$ cat src/rtl/i2s_pkg.sv
`default_nettype none
// ============================================================================
//  Module      : i2s_pkg
//  Description : Shared types and default constants for the I2S receive-path
//                frame sequencer (controller state encoding, default widths,
//                counter width helper).
//  Revision    : 1.0 - initial release
// ============================================================================
package i2s_pkg;

  // Controller states: stopped, running, finishing the current frame
  typedef enum logic [1:0] {
    IDLE  = 2'd0,
    RUN   = 2'd1,
    DRAIN = 2'd2
  } i2s_state_e;

  localparam int I2S_DATA_WIDTH = 32;
  localparam int I2S_CLK_DIV    = 4;
  localparam int I2S_SLOT_BITS  = 32;

  // Width of a counter holding 0..n-1; never narrower than one bit
  function automatic int i2s_cnt_width(input int n);
    return (n > 1) ? $clog2(n) : 1;
  endfunction

endpackage
`default_nettype wire

$ cat src/rtl/i2s_clk_gen.sv
`default_nettype none
// ============================================================================
//  Module      : i2s_clk_gen
//  Description : Generates the I2S bit clock (sck) and word select (ws) from
//                the system clock. Provides a one-cycle strobe in the clk
//                cycle that follows every sck falling edge (bit_cnt and ws
//                already hold their post-edge values then), and a frame_end
//                flag in the cycle whose closing edge takes ws from 1 to 0.
//                All state is held at zero while run is low.
//  Revision    : 1.0 - initial release
// ============================================================================
module i2s_clk_gen
  import i2s_pkg::*;
#(
  parameter int CLK_DIV   = I2S_CLK_DIV,
  parameter int SLOT_BITS = I2S_SLOT_BITS,
  localparam int BIT_W    = i2s_cnt_width(SLOT_BITS)
) (
  input  logic             clk,
  input  logic             rst_n,
  input  logic             run,
  output logic             sck,
  output logic             ws,
  output logic [BIT_W-1:0] bit_cnt,
  output logic             sck_fall,
  output logic             frame_end
);

  localparam int               c_DIV_W    = i2s_cnt_width(CLK_DIV);
  localparam logic [c_DIV_W-1:0] c_DIV_LAST = c_DIV_W'(CLK_DIV - 1);
  localparam logic [c_DIV_W-1:0] c_DIV_ONE  = c_DIV_W'(1);
  localparam logic [BIT_W-1:0]   c_BIT_LAST = BIT_W'(SLOT_BITS - 1);
  localparam logic [BIT_W-1:0]   c_BIT_ONE  = BIT_W'(1);

  logic [c_DIV_W-1:0] r_div_cnt;
  logic [BIT_W-1:0]   r_bit_cnt;
  logic               r_sck;
  logic               r_ws;
  logic               r_sck_fall;

  logic w_div_tc;
  logic w_fall;
  logic w_bit_wrap;

  assign w_div_tc   = (r_div_cnt == c_DIV_LAST);
  assign w_fall     = run & w_div_tc & r_sck;
  assign w_bit_wrap = (r_bit_cnt == c_BIT_LAST);

  // Divider, sck toggle, bit counter and ws toggle; cleared whenever stopped
  always_ff @(posedge clk) begin
    if (!rst_n || !run) begin
      r_div_cnt  <= '0;
      r_bit_cnt  <= '0;
      r_sck      <= 1'b0;
      r_ws       <= 1'b0;
      r_sck_fall <= 1'b0;
    end else begin
      r_sck_fall <= w_fall;
      if (w_div_tc) begin
        r_div_cnt <= '0;
        r_sck     <= ~r_sck;
      end else begin
        r_div_cnt <= r_div_cnt + c_DIV_ONE;
      end
      if (w_fall) begin
        if (w_bit_wrap) begin
          r_bit_cnt <= '0;
          r_ws      <= ~r_ws;
        end else begin
          r_bit_cnt <= r_bit_cnt + c_BIT_ONE;
        end
      end
    end
  end

  assign sck       = r_sck;
  assign ws        = r_ws;
  assign bit_cnt   = r_bit_cnt;
  assign sck_fall  = r_sck_fall;
  assign frame_end = w_fall & w_bit_wrap & r_ws;

endmodule
`default_nettype wire

$ cat src/rtl/i2s_frame_sequencer.sv
`default_nettype none
// ============================================================================
//  Module      : i2s_frame_sequencer
//  Description : Master-side I2S receive controller. Owns sck/ws timing via
//                i2s_clk_gen, captures left/right words one bit after each
//                slot boundary, and offers stereo pairs on a valid/ready
//                interface with a sticky overrun flag.
//                Optional macro I2S_FRAME_COUNT_EN adds a 16-bit frame_count
//                output counting every pair load.
//  Revision    : 1.0 - initial release
// ============================================================================
module i2s_frame_sequencer
  import i2s_pkg::*;
#(
  parameter int DATA_WIDTH = I2S_DATA_WIDTH,
  parameter int CLK_DIV    = I2S_CLK_DIV,
  parameter int SLOT_BITS  = I2S_SLOT_BITS
) (
  input  logic                  clk,
  input  logic                  rst_n,
  input  logic                  enable,
  output logic                  sck,
  output logic                  ws,
  input  logic [DATA_WIDTH-1:0] data_left_in,
  input  logic [DATA_WIDTH-1:0] data_right_in,
  output logic                  pair_valid,
  input  logic                  pair_ready,
  output logic [DATA_WIDTH-1:0] pair_left,
  output logic [DATA_WIDTH-1:0] pair_right,
  output logic                  overrun,
`ifdef I2S_FRAME_COUNT_EN
  output logic [15:0]           frame_count,
`endif
  input  logic                  clear_overrun
);

  localparam int                 c_BIT_W   = i2s_cnt_width(SLOT_BITS);
  localparam logic [c_BIT_W-1:0] c_BIT_ONE = c_BIT_W'(1);

  i2s_state_e r_state;
  i2s_state_e w_state_nxt;

  logic               w_run;
  logic               w_sck_fall;
  logic               w_frame_end;
  logic               w_ws;
  logic [c_BIT_W-1:0] w_bit_cnt;

  logic                  r_left_seen;
  logic [DATA_WIDTH-1:0] r_hold;
  logic                  r_pair_valid;
  logic [DATA_WIDTH-1:0] r_pair_left;
  logic [DATA_WIDTH-1:0] r_pair_right;
  logic                  r_overrun;

  logic w_cap_left;
  logic w_cap_right;
  logic w_load;
  logic w_xfer;

  assign w_run = (r_state != IDLE);

  i2s_clk_gen #(
    .CLK_DIV   (CLK_DIV),
    .SLOT_BITS (SLOT_BITS)
  ) u_clk_gen (
    .clk       (clk),
    .rst_n     (rst_n),
    .run       (w_run),
    .sck       (sck),
    .ws        (w_ws),
    .bit_cnt   (w_bit_cnt),
    .sck_fall  (w_sck_fall),
    .frame_end (w_frame_end)
  );

  assign ws = w_ws;

  // State register
  always_ff @(posedge clk) begin
    if (!rst_n) r_state <= IDLE;
    else        r_state <= w_state_nxt;
  end

  // Next state: DRAIN keeps the clocks alive until the frame closes, and a
  // re-enable there rejoins RUN without disturbing the running counters
  always_comb begin
    w_state_nxt = r_state;
    case (r_state)
      IDLE:    if (enable) w_state_nxt = RUN;
      RUN:     if (!enable) w_state_nxt = DRAIN;
      DRAIN: begin
        if (enable)           w_state_nxt = RUN;
        else if (w_frame_end) w_state_nxt = IDLE;
      end
      default: w_state_nxt = IDLE;
    endcase
  end

  // One-bit-delayed slot capture: strobe arrives with bit_cnt/ws post-edge
  assign w_cap_left  = w_sck_fall &  w_ws & (w_bit_cnt == c_BIT_ONE);
  assign w_cap_right = w_sck_fall & ~w_ws & (w_bit_cnt == c_BIT_ONE);
  assign w_load      = w_cap_right & r_left_seen;
  assign w_xfer      = r_pair_valid & pair_ready;

  // Left holding register; left_seen is dropped while stopped so a stale
  // left word never pairs with the first right word of a new run
  always_ff @(posedge clk) begin
    if (!rst_n) begin
      r_hold      <= '0;
      r_left_seen <= 1'b0;
    end else if (r_state == IDLE) begin
      r_left_seen <= 1'b0;
    end else if (w_cap_left) begin
      r_hold      <= data_left_in;
      r_left_seen <= 1'b1;
    end else if (w_cap_right) begin
      r_left_seen <= 1'b0;
    end
  end

  // Output pair and valid; a load always wins over a concurrent transfer
  always_ff @(posedge clk) begin
    if (!rst_n) begin
      r_pair_valid <= 1'b0;
      r_pair_left  <= '0;
      r_pair_right <= '0;
    end else if (w_load) begin
      r_pair_valid <= 1'b1;
      r_pair_left  <= r_hold;
      r_pair_right <= data_right_in;
    end else if (w_xfer) begin
      r_pair_valid <= 1'b0;
    end
  end

  // Sticky overrun: set on overwrite of an unaccepted pair, set beats clear
  always_ff @(posedge clk) begin
    if (!rst_n)                                  r_overrun <= 1'b0;
    else if (w_load & r_pair_valid & ~pair_ready) r_overrun <= 1'b1;
    else if (clear_overrun)                      r_overrun <= 1'b0;
  end

  assign pair_valid = r_pair_valid;
  assign pair_left  = r_pair_left;
  assign pair_right = r_pair_right;
  assign overrun    = r_overrun;

`ifdef I2S_FRAME_COUNT_EN
  logic [15:0] r_frame_count;

  // Count every pair load, overwrites included; wraps naturally
  always_ff @(posedge clk) begin
    if (!rst_n)      r_frame_count <= 16'd0;
    else if (w_load) r_frame_count <= r_frame_count + 16'd1;
  end

  assign frame_count = r_frame_count;
`endif

endmodule
`default_nettype wire

$ cat config.mk
export PLATFORM = sky130hd
export DESIGN_NAME = i2s_frame_sequencer
export DESIGN_NICKNAME = d
export VERILOG_FILES = /design/src/rtl/i2s_pkg.sv /design/src/rtl/i2s_clk_gen.sv /design/src/rtl/i2s_frame_sequencer.sv
export SDC_FILE = /design/constraint.sdc
export NUM_CORES = 1
export LEC_CHECK = 0
export BUFFER_PORTS_ARGS = -buffer_cell sky130_fd_sc_hd__buf_4
export CAP_MARGIN = 20
export CORE_UTILIZATION = 40
export DETAILED_ROUTE_END_ITERATION = 16
export PLACE_DENSITY = 0.73
export SLEW_MARGIN = 20
export SYNTH_ARGS = -nofsm -noshare
export SYNTH_HDL_FRONTEND = slang
export SYNTH_SLANG_ARGS = --single-unit
export TNS_END_PERCENT = 5
$ cat constraint.sdc
create_clock -name clk -period 1.8 [get_ports clk]
set_clock_uncertainty 0.1 [all_clocks]
set_input_delay 0.18 -clock clk [delete_from_list [all_inputs] [get_ports clk]]
set_output_delay 0.18 -clock clk [all_outputs]
set_load 0.05 [all_outputs]
==> results.md <==
• **global-route wire length before repair** 16830 um
• **clock transition at the register clock pins on the worst setup and hold paths after CTS** 100 ps
• **Max clock buf depth** 2
• **floorplan die height** 105.7 um
• **Hold Path Depth** 3
• **share of synthesized area occupied by flip-flops and latches** 51.67%
• **number of setup violations in the final report** 0
• **share of post-route cells with drive strength above 1** 29.17%
• **crit-path max FO** 6
• **endpoint of the lowest-slack register-to-register path** pair_right[20]
• **number of max-slew violations in the final report** 0
• **share of synthesized cell area in and, or, nand and nor gates** 17.69%
• **clock period minus final worst setup slack** 1772 ps
• **remaining design rule violation count** 0
• **Layout Cells excl Fill** 801
• **Slew HR** 69.71%
• **worst path buffer plus inverter count** 2
• **final total negative setup slack** 0 ps
• **vias in the first global route** 3688
• **highest-delay cell along the critical path** or3_4
• **final-layout fill cell count** 829
• **TritonCTS Buffers** 9
• **setup repair after global routing missed its margin** true
• **Critical Path Source** u_clk_gen.bit_cnt[4]
• **commonest cells after routing, fill and taps aside** 163 x nand2_1, 147 x buf_4, 107 x dfxtp_1
• **number of cells on the worst reg-to-reg path** 5
• **compound-gate portion of the synthesized area** 2.619%
• **# placed instances** 713
• **longest individual stage delay on the worst path** 400 ps
• **DRT iter0 DRCs** 132
• **startpoint-to-endpoint class of the critical path** reg2reg
• **average cell area after synthesis** 9.514 um2
• **multiplexer fraction of the synthesized cell area** 22.35%
• **startpoint of the most critical hold path** data_right_in[15]
• **max_cap viols** 0
• **Critical Path Sink Type** register
• **top cell family by delay on the critical path** simple AND/OR/NAND/NOR gates
• **worst-skew pair later-pin latency** 350 ps
• **Static Leakage** 2.660 nW
• **synth unique cells** 33
• **net count after synthesis** 525
• **IO buf count** 136
• **antenna violations before repair** 0
• **# rows** 37
• **CTS tree** built
• **xor and xnor fraction of the mapped netlist area** 0.4073%
• **placeable core area** 10370 um2
• **post-DR vias/cell** 4.739
• **Endpoint, Worst Hold** pair_right[15]
• **flop2flop setup slack** 30 ps
• **portion of the clock cycle consumed by the worst path in the final layout** 98.47%
• **transition time of the tightest slew-check pin** 454.4 ps
• **number of routed nets with antenna violations** 0
• **H-tree levels** 3
• **layout overhead on the synthesized area** 52.95%
• **cell-by-cell trace of the critical path** or3_4, nor4_4, buf_6, clkbuf_16, mux2i_1
• **net count of the finished layout** 733
• **number of synthesized register bits** 111
• **DRT Pass-1 Iters** 5
• **Warnings, synthesis** 0
• **I/O pins** 137
• **Netlist Area Pre-Place** 4300 um2
• **number of instances in the synthesized netlist** 452
• **required time worst endpoint** 1970 ps
• **count of clock tree sinks** 111
• **initial standard-cell utilization of the core** 41.47%
• **detailed placer's ending HPWL** 6449 um
• **kind of start point of the critical path** register
• **critical path data arrival time** 1950 ps
• **Worst R2R Start** u_clk_gen.bit_cnt[4]
• **minimum hold slack** 30.94 ps
• **routability cong.** 0.8003
• **largest vdd supply drop** 0.4794 mV
• **chip width** 105.7 um
• **most common cell after layout, fill and taps aside** nand2_1
• **dominant combinational cell family by area after synthesis** multiplexers
• **result of the run** finished clean
• **number of antenna repair diodes** 0
• **Routed WL** 11230 um
• **Congestion Overflow GR** 0
• **via count** 3796
• **Hold/Removal Path Class** in2reg
• **Power Dens Cells** 639.8 nW/um2
• **Total GRT Usage** 18.59%
• **master cell of the clock root buffer** clkbuf_8
• **area of the die** 11170 um2
• **timing-limited maximum frequency** 564.2 MHz
• **WL per Instance** 14.02 um
• **pin count of the biggest net entering global routing** 47
• **final hold vios** 0
• **adder-cell area share of the yosys netlist** 1.164%
[worst reg2reg max path, delay by kind of cell, from the launching register on]
kind	cells	cell delay, ps
simple gates	2	710
buf+inv	2	380
flops	1	330
mux	1	180
[worst max-delay path by stage]
stage | depth (start not counted) | end
final | 5 | pair_right[20]
after global placement | 5 | u_clk_gen.bit_cnt[2]
after CTS | 5 | pair_right[15]
after global routing | 6 | r_hold[17]
after detailed placement | 5 | u_clk_gen.bit_cnt[2]
after floorplan | 5 | u_clk_gen.bit_cnt[2]
[state kept, by name (all words and copies together), names as in the netlist]
name / flops
u_clk_gen.r_div_cnt: 2
pair_right: 32
r_state: 2
pair_valid: 1
pair_left: 32
r_hold: 32
r_left_seen: 1
overrun: 1
u_clk_gen.sck: 1
u_clk_gen.bit_cnt: 5
u_clk_gen.sck_fall: 1
u_clk_gen.ws: 1
[power by group]
part | leakage (nW) | switching [mW] | total, mW | internal, mW
registers | 0.896 | 0.00418 | 2.46 | 2.46
clock network | 0.0907 | 0.839 | 1.40 | 0.557
logic | 1.67 | 0.132 | 0.351 | 0.219
total | 2.66 | 0.975 | 4.21 | 3.23
[cell usage after synthesis]
master	number	area (um2)
or3_4	1	11.26
o21ai_0	6	30.03
nor2b_1	2	12.51
a21oi_1	7	35.03
nand2_1	164	615.6
inv_1	4	15.01
nor2_1	5	18.77
buf_1	1	3.750
nor3_2	1	10.01
ha_1	4	50.05
and3_1	1	6.260
or4_1	1	7.510
a31oi_1	1	6.260
buf_4	4	30.03
or3_1	2	12.51
o21a_1	1	7.510
and3b_1	1	8.760
o2111ai_1	1	8.760
mux2i_1	96	960.9
nor3_1	2	10.01
or4b_2	1	10.01
a221oi_1	1	8.760
nand2b_1	2	12.51
dfxtp_1	111	2222
buf_6	4	45.04
a31o_2	1	8.760
nor3b_1	1	7.510
clkbuf_1	18	67.56
nand3_1	1	5.000
buf_2	3	15.01
xnor2_1	2	17.52
nor4_2	1	12.51
o211ai_1	1	7.510
[timing repair]
action,4_1_cts,5_1_grt
endpoints found under the hold margin,65,0
buffers inserted,2,2
resized for setup,4,16
hold buffers,64,0
gates cloned,0,4
endpoints found under the setup margin,1,74
pin swaps,1,3
[metal layers]
| metal | up-vias | GRT usage [%] | part of all wire, % |
|---|---|---|---|
| li1 | 1899 | - | - |
| met1 | 1779 | 21.87 | 42 |
| met2 | 110 | 34.08 | 53 |
| met3 | 8 | 3.340 | 4.4 |
| met4 | 0 | 5.556 | 0.73 |
| met5 | - | 0 | 0 |
[logic make-up (layout without fill, tap and decap cells)]
family,after synthesis,count (layout)
compound gates,19,19
xor+xnor,2,2
fa+ha+maj,4,4
buf+inv,34,247
flops,111,111
mux,96,96
simple gates,186,186
[final cells by class]
cell class / count / area, um2 / share of cell area [%]
clock inverter: 5 / 38.79 / 0.5897
tap: 136 / 170.2 / 2.587
inverter: 4 / 15.01 / 0.2283
multi-input combinational: 307 / 1953 / 29.69
clock buffer: 11 / 141.4 / 2.150
timing repair buffer: 227 / 2032 / 30.89
sequential: 111 / 2227 / 33.86
[stage by stage]
| stage | setup slack [ps] | area, um2 | power (mW) | utilization (%) |
|---|---|---|---|---|
| floorplan | 13.73 | 4307 | 2.606 | - |
| finish | 27.57 | 6578 | 4.208 | 63.43 |
| detailed placement | -10.63 | 5569 | 2.750 | 53.70 |
| CTS | 4.363 | 6415 | 4.244 | 61.86 |
| global placement | 34.77 | 5569 | 2.745 | 53.70 |
| global route | -56.17 | 6578 | 4.388 | 63.43 |
No activity file was read; power rests on OpenSTA's default activity.
